==> src/rtl/stream_to_fsl_pkg.sv <==
// stream_to_fsl_pkg
// Shared definitions for the host/ring to FSL return path: ring direction
// tags, FSL frame geometry, the header tag bit position, FSM and source
// enums, and the helper that formats a host word into a 5-word FSL frame.
package stream_to_fsl_pkg;

  // Ring direction tags, carried in bit 31 of a host frame header.
  localparam logic RING_DIN  = 1'b0;
  localparam logic RING_DOUT = 1'b1;

  // Every FSL frame is five 32-bit words; word 0 carries fsl_ctrl.
  localparam int          FSL_FRAME_WORDS = 5;
  localparam int          HDR_TAG_BIT     = 31;
  localparam logic [2:0]  LAST_WORD_IDX   = 3'(FSL_FRAME_WORDS - 1);

  typedef enum logic {
    ST_IDLE,
    ST_SEND
  } ser_state_t;

  typedef enum logic {
    SRC_HOST,
    SRC_RING
  } src_t;

  // A host frame is a header word (tag + id) followed by the 128-bit host
  // word, most significant 32 bits first.
  function automatic logic [159:0] build_host_frame(input logic [30:0]  hdr_id,
                                                    input logic [127:0] data);
    logic [31:0] header;
    header                = '0;
    header[HDR_TAG_BIT]   = RING_DOUT;
    header[30:0]          = hdr_id;
    return {header, data};
  endfunction

endpackage

==> src/rtl/fsl_frame_serializer.sv <==
// fsl_frame_serializer
// Takes a 160-bit frame and shifts it out as five 32-bit FSL writes, word
// bits [159:128] first, stalling while fsl_full is high.
// Ports:
//   clk, rst      FSL clock, synchronous active-high reset
//   load          capture load_data as a new frame (honoured when ready=1)
//   load_data     160-bit formatted frame
//   fsl_full      FSL FIFO full; a write is taken only when valid && !full
//   fsl_data      current FSL word
//   fsl_ctrl      high while word 0 is presented
//   fsl_valid     FSL write strobe
//   ready         a new frame may be loaded this cycle (idle, or the last
//                 word is being accepted right now)
//   active        a frame is being transmitted
module fsl_frame_serializer
  import stream_to_fsl_pkg::*;
(
  input  logic         clk,
  input  logic         rst,
  input  logic         load,
  input  logic [159:0] load_data,
  input  logic         fsl_full,
  output logic [31:0]  fsl_data,
  output logic         fsl_ctrl,
  output logic         fsl_valid,
  output logic         ready,
  output logic         active
);

  ser_state_t   state_q, state_d;
  logic [159:0] shift_q, shift_d;
  logic [2:0]   word_cnt_q, word_cnt_d;
  logic         ctrl_q, ctrl_d;
  logic         accept;
  logic         last_word;

  assign accept    = (state_q == ST_SEND) && !fsl_full;
  assign last_word = (word_cnt_q == LAST_WORD_IDX);
  assign ready     = (state_q == ST_IDLE) || (accept && last_word);

  // The shift register is cleared whenever the serializer goes idle, so the
  // top word can drive fsl_data directly and reads zero between frames.
  assign fsl_data  = shift_q[159:128];
  assign fsl_ctrl  = ctrl_q;
  assign fsl_valid = (state_q == ST_SEND);
  assign active    = (state_q == ST_SEND);

  // State register for the serializer FSM, shift register and word counter.
  always_ff @(posedge clk) begin
    if (rst) begin
      state_q    <= ST_IDLE;
      shift_q    <= '0;
      word_cnt_q <= '0;
      ctrl_q     <= 1'b0;
    end else begin
      state_q    <= state_d;
      shift_q    <= shift_d;
      word_cnt_q <= word_cnt_d;
      ctrl_q     <= ctrl_d;
    end
  end

  // Next-state logic. A load coinciding with acceptance of the last word
  // chains the next frame with no idle cycle in between.
  always_comb begin
    state_d    = state_q;
    shift_d    = shift_q;
    word_cnt_d = word_cnt_q;
    ctrl_d     = ctrl_q;
    unique case (state_q)
      ST_IDLE: begin
        if (load) begin
          state_d    = ST_SEND;
          shift_d    = load_data;
          word_cnt_d = '0;
          ctrl_d     = 1'b1;
        end
      end
      ST_SEND: begin
        if (accept) begin
          if (last_word) begin
            if (load) begin
              shift_d    = load_data;
              word_cnt_d = '0;
              ctrl_d     = 1'b1;
            end else begin
              state_d    = ST_IDLE;
              shift_d    = '0;
              word_cnt_d = '0;
              ctrl_d     = 1'b0;
            end
          end else begin
            shift_d    = {shift_q[127:0], 32'h0};
            word_cnt_d = word_cnt_q + 3'd1;
            ctrl_d     = 1'b0;
          end
        end
      end
      default: begin
        state_d = ST_IDLE;
      end
    endcase
  end

endmodule

==> src/rtl/stream_to_fsl.sv <==
// stream_to_fsl
// Returns 128-bit host stream words and 160-bit ring-loopback frames to the
// processor as 5-word FSL frames. Owns one holding register per source, the
// frame-boundary arbiter and the sticky ring overflow flag.
// Ports:
//   clk, rst        FSL clock, synchronous active-high reset
//   s1i_valid/rdy   host stream handshake, s1i_data 128-bit host word
//   ring_valid      single-cycle ring frame strobe (no backpressure)
//   ring_data       160-bit preformatted ring frame
//   fsl_data/ctrl/valid, fsl_full   FSL master port
//   ring_overflow   sticky: a ring frame arrived with nowhere to go
//   busy            frame in progress or a holding register loaded
module stream_to_fsl
  import stream_to_fsl_pkg::*;
#(
  parameter int          RING_PRIORITY = 0,
  parameter logic [30:0] HDR_ID        = 31'h0
) (
  input  logic         clk,
  input  logic         rst,
  input  logic         s1i_valid,
  output logic         s1i_rdy,
  input  logic [127:0] s1i_data,
  input  logic [159:0] ring_data,
  input  logic         ring_valid,
  output logic [31:0]  fsl_data,
  output logic         fsl_ctrl,
  output logic         fsl_valid,
  input  logic         fsl_full,
  output logic         ring_overflow,
  output logic         busy
);

  logic         host_full_q;
  logic [127:0] host_data_q;
  logic         ring_full_q;
  logic [159:0] ring_data_q;
  src_t         last_src_q;
  logic         overflow_q;
  logic         rdy_en_q;

  logic         ser_ready;
  logic         ser_active;
  logic         frame_load;
  logic         sel_ring;
  logic         host_load;
  logic         host_free;
  logic         ring_load;
  logic         ring_free;
  logic         ring_drop;
  logic [159:0] frame_data;

  // rdy_en_q keeps s1i_rdy low during reset and for the first edge after it.
  assign s1i_rdy   = rdy_en_q && !host_full_q;
  assign host_load = s1i_valid && s1i_rdy;

  assign frame_load = (host_full_q || ring_full_q) && ser_ready;
  assign host_free  = frame_load && !sel_ring;
  assign ring_free  = frame_load && sel_ring;

  assign ring_load  = ring_valid && (!ring_full_q || ring_free);
  assign ring_drop  = ring_valid && ring_full_q && !ring_free;

  assign frame_data = sel_ring ? ring_data_q : build_host_frame(HDR_ID, host_data_q);

  assign ring_overflow = overflow_q;
  assign busy          = ser_active || host_full_q || ring_full_q;

  // Source selection. In round-robin mode a tie goes to whichever source
  // was not sent last; a lone pending source always wins.
  always_comb begin
    sel_ring = 1'b0;
    if (RING_PRIORITY != 0) begin
      sel_ring = ring_full_q;
    end else if (host_full_q && ring_full_q) begin
      sel_ring = (last_src_q == SRC_HOST);
    end else begin
      sel_ring = ring_full_q;
    end
  end

  // Host holding register. A load needs s1i_rdy (register empty), so it can
  // never coincide with the free of the same register.
  always_ff @(posedge clk) begin
    if (rst) begin
      host_full_q <= 1'b0;
      host_data_q <= '0;
      rdy_en_q    <= 1'b0;
    end else begin
      rdy_en_q <= 1'b1;
      if (host_load) begin
        host_full_q <= 1'b1;
        host_data_q <= s1i_data;
      end else if (host_free) begin
        host_full_q <= 1'b0;
      end
    end
  end

  // Ring holding register and overflow flag. The ring cannot be stalled, so
  // a frame arriving while the register is occupied is lost and flagged.
  always_ff @(posedge clk) begin
    if (rst) begin
      ring_full_q <= 1'b0;
      ring_data_q <= '0;
      overflow_q  <= 1'b0;
    end else begin
      if (ring_load) begin
        ring_full_q <= 1'b1;
        ring_data_q <= ring_data;
      end else if (ring_free) begin
        ring_full_q <= 1'b0;
      end
      if (ring_drop) begin
        overflow_q <= 1'b1;
      end
    end
  end

  // Remember the last source selected; starting at ring makes the host win
  // the first tie after reset.
  always_ff @(posedge clk) begin
    if (rst) begin
      last_src_q <= SRC_RING;
    end else if (frame_load) begin
      last_src_q <= sel_ring ? SRC_RING : SRC_HOST;
    end
  end

  fsl_frame_serializer u_serializer (
    .clk       (clk),
    .rst       (rst),
    .load      (frame_load),
    .load_data (frame_data),
    .fsl_full  (fsl_full),
    .fsl_data  (fsl_data),
    .fsl_ctrl  (fsl_ctrl),
    .fsl_valid (fsl_valid),
    .ready     (ser_ready),
    .active    (ser_active)
  );

endmodule

==> config.mk <==
export PLATFORM = sky130hd
export DESIGN_NAME = stream_to_fsl
export DESIGN_NICKNAME = d
export VERILOG_FILES = /design/src/rtl/stream_to_fsl_pkg.sv /design/src/rtl/fsl_frame_serializer.sv /design/src/rtl/stream_to_fsl.sv
export SDC_FILE = /design/constraint.sdc
export NUM_CORES = 1
export LEC_CHECK = 0
export CAP_MARGIN = 5
export CORE_MARGIN = 5
export CORE_UTILIZATION = 45
export DETAILED_ROUTE_END_ITERATION = 16
export MAX_ROUTING_LAYER = met4
export PLACE_DENSITY_LB_ADDON = 0.15
export SLEW_MARGIN = 10
export SYNTH_ARGS = -nofsm -noshare
export SYNTH_HDL_FRONTEND = slang
export SYNTH_SLANG_ARGS = --single-unit
==> constraint.sdc <==
create_clock -name clk -period 4.6 [get_ports clk]
set_clock_uncertainty 0.05 [all_clocks]
set_input_delay 0.69 -clock clk [delete_from_list [all_inputs] [get_ports clk]]
set_output_delay 0.69 -clock clk [all_outputs]
set_load 0.005 [all_outputs]
==> impl_metrics.csv <==
group,metric,value,unit
clock_tree,cts.repair.resized,0,
worst_hold_path,hold_path_class,"input port to register",
synth,async_reset_ff_share,0,%
floorplan,io_pins,330,
floorplan,die-width,209,um
synth,yosysSeqAreaShare,51.3,%
critical_path,critPathKind,"register to register",
critical_path,r2r-start,"u_serializer.word_cnt_q[0]",
floorplan,coreArea,0.0395,mm^2
drt,wl,54600,um
timing,fmax,349,MHz
critical_path,r2r-end,"u_serializer.shift_q[16]",
synth,synth-xor-area-share,0,%
timing,period_needed,2860,ps
power,peakVddDrop,251,uV
clock_tree,path_clk_slew,60,ps
drt,dr_total_vias,15300,
timing,fin_ws,1740,ps
synth,synthCells,2074,
timing,setup_viol,0,
synth,yosys-top-cells-count,"nand2_1, dfxtp_1, a21oi_1",
drt,drc,0,
drt,drt-initial-drc-count,1094,
timing,timing.hold.ws,375,ps
critical_path,r2r_slack,1740,ps
final_layout,final_nets,2551,
final_layout,synthToLayoutAreaGrowth,25.9,%
synth,synth_fa_ha_area_share,0.140,%
critical_path,slowest_delay,720,ps
timing,hold_viol_final,0,
worst_hold_path,worstHoldPathCells,2,
clock_tree,clockBufferDepth,3,
synth,synth_compound_area_share,20.4,%
global_route,antenna_found_initial,3,
drt,vias_per_cell,5.45,
synth,synth-edff-count,0,
floorplan,die_h,209,um
synth,syn-num-nets,2369,
clock_tree,h-tree-depth,2,
clock_tree,cts_setup_buffers,0,
critical_path,crit_arrival,3220,ps
clock_tree,cts_sinks,458,
global_route,grt_first_pass_wirelength,84900,um
place,pre_cts_ws,1240,ps
synth,synth.area.top_cells,"dfxtp_1, nand2_1, a21oi_1, mux2i_1, a22oi_1",
floorplan,initial_utilization,45.2,%
place,gp_congestion,0.873,
global_route,grt_usage,24.6,%
synth,ys_seq_elements,458,
synth,syn_avg_cell_area,8.62,um^2
synth,synth_most_common_cell,"nand2_1",
clock_tree,cts_tree,"yes",
drt,ant_nets,0,
timing,min_period_over_period,62.2,%
clock_tree,ctsHoldBuffers,0,
place,hpwl,36200,um
critical_path,crit_slowest_cell,"nand2_4",
critical_path,critPathMaxFanout,81,
timing,relSlewSlack,21.8,%
drt,drtPass1Iterations,5,
timing,tns,0,ps
clock_tree,cts_made_buffers,47,
final_layout,layout-drive-gt1-share,4.42,%
synth,yosys.area.top_type_share,51.3,%
worst_hold_path,hold_path_startpoint,"rst",
clock_tree,clock-root-buffer,"clkbuf_16",
synth,ys_warn_count,0,
synth,ys_types,39,
run,maxCapViolCount,0,
timing,rsz0062_at_grt,"false",
place,port_buffers,329,
power,power.density,414,mW/mm^2
worst_hold_path,hold-path-endpoint,"ring_data_q[7]",
synth,synthFlopType,"dfxtp_1",
timing,worstMarginPinSlew,1170,ps
critical_path,worst_setup_path_start_kind,"register",
synth,synth_mux_area_share,7.18,%
power,report.power.total,9.31,mW
power,p_leak,7.91,nW
synth,synth_area,0.0179,mm^2
drt,wire_per_inst,19.4,um
critical_path,cp-end-kind,"register",
outcome,status,"finished, final reports clean",
floorplan,dieArea,0.0438,mm^2
global_route,grt-ovfl-total,0,
global_route,grt_max_degree,231,
final_layout,final_util,56.9,%
floorplan,std_cell_rows,73,
global_route,grt_pass1_vias,15000,
critical_path,worst_ep_required_time,4960,ps
clock_tree,worstSkewPairLatency,570,ps
synth,synth_simple_gate_area_share,13.6,%
timing,slew_viol_final,0,
critical_path,cp_cell_sequence,"inv_1, ha_1, nand3b_1, a21oi_2, nand2_4, buf_4, o32ai_1",
synth,synth_top_family_by_area,"compound AO/OA/AOI/OAI gates",
synth,yosysTopAreaCell,"dfxtp_1",
critical_path,reg2reg_depth,7,
==> layout make-up <==
class	instances	area, um^2
tap	525	657
antenna	3	7.51
timing repair buffer	346	3530
multi-input combinational	1366	7460
fill	3588	17100
sequential	458	9170
clock inverter	5	75.1
clock buffer	74	1460
inverter	37	139
==> state kept, by name, summed over array words and instances (netlist names) <==
register	flops
rdy_en_q	1
last_src_q	1
u_serializer.fsl_ctrl	1
u_serializer.word_cnt_q	3
ring_full_q	1
ring_data_q	160
host_data_q	128
host_full_q	1
u_serializer.active	1
ring_overflow	1
u_serializer.shift_q	160
==> metrics by stage <==
stage          std cells  area [um^2]
2_1_floorplan       2074        17900
3_3_place_gp        2732        20900
4_1_cts             2811        22500
5_1_grt             2814        22500
3_5_place_dp        2732        20900
6_report            2814        22500
==> layout by cell type, fill, tap and decap left out, types with 3 or more instances in the layout <==
cell type | Yosys | final
clkdlybuf4s50_1 | 0 | 328
clkbuf_1 | 82 | 11
dfxtp_1 | 458 | 458
o22ai_1 | 95 | 95
clkbuf_16 | 0 | 49
buf_12 | 0 | 8
mux2i_1 | 127 | 127
buf_4 | 54 | 9
clkinv_2 | 0 | 3
o32ai_1 | 31 | 31
diode_2 | 0 | 3
inv_1 | 36 | 36
clkbuf_8 | 0 | 14
nand2_1 | 583 | 581
a21oi_1 | 301 | 300
nand2_4 | 0 | 3
nor2_1 | 41 | 41
a221oi_1 | 29 | 29
o21ai_0 | 35 | 35
a22oi_1 | 97 | 97
==> power by group <==
part           switching, mW  internal [mW]  leakage (nW)  total, mW
Clock                   1.53           2.27         0.757       3.80
Sequential             0.128           4.18          3.74       4.31
Combinational          0.658          0.544          3.41       1.20
Total                   2.32           7.00          7.91       9.31
==> per-layer routing <==
layer  vias to the layer above  share of wire [%]  global-route usage [%]
met5                         -                  0                       -
met4                         0                2.1                    6.50
met3                        72                5.0                    3.32
met2                       420                 47                    38.3
met1                      7359                 46                    34.1
li1                       7485                  -                       -
==> cells by family (layout without fill, tap and decap cells) <==
family | after synthesis | after routing
simple gates | 636 | 636
fa+ha+maj | 2 | 2
mux | 128 | 128
compound gates | 600 | 600
other cells | 0 | 3
flops | 458 | 458
buf+inv | 250 | 462
==> how the worst max path moves through the flow <==
stage	startpoint	endpoint	slack, ps	cells after the start
5_1_grt	u_serializer.word_cnt_q[1]	u_serializer.shift_q[4]	1530	7
2_1_floorplan	fsl_full	ring_data_q[100]	2780	7
3_3_place_gp	fsl_full	u_serializer.shift_q[22]	1330	6
4_1_cts	u_serializer.word_cnt_q[0]	u_serializer.shift_q[16]	1770	7
3_5_place_dp	fsl_full	u_serializer.shift_q[16]	1240	6
6_report	u_serializer.word_cnt_q[0]	u_serializer.shift_q[16]	1740	7
==> worst max-delay path, delay by kind of cell, from the launching register on <==
| kind | cells | cell delay, ps |
|---|---|---|
| flops | 1 | 330 |
| compound gates | 2 | 320 |
| simple gates | 2 | 970 |
| fa+ha+maj | 1 | 320 |
| buf+inv | 2 | 640 |
Note: power is estimated with default switching activity, not from simulation.
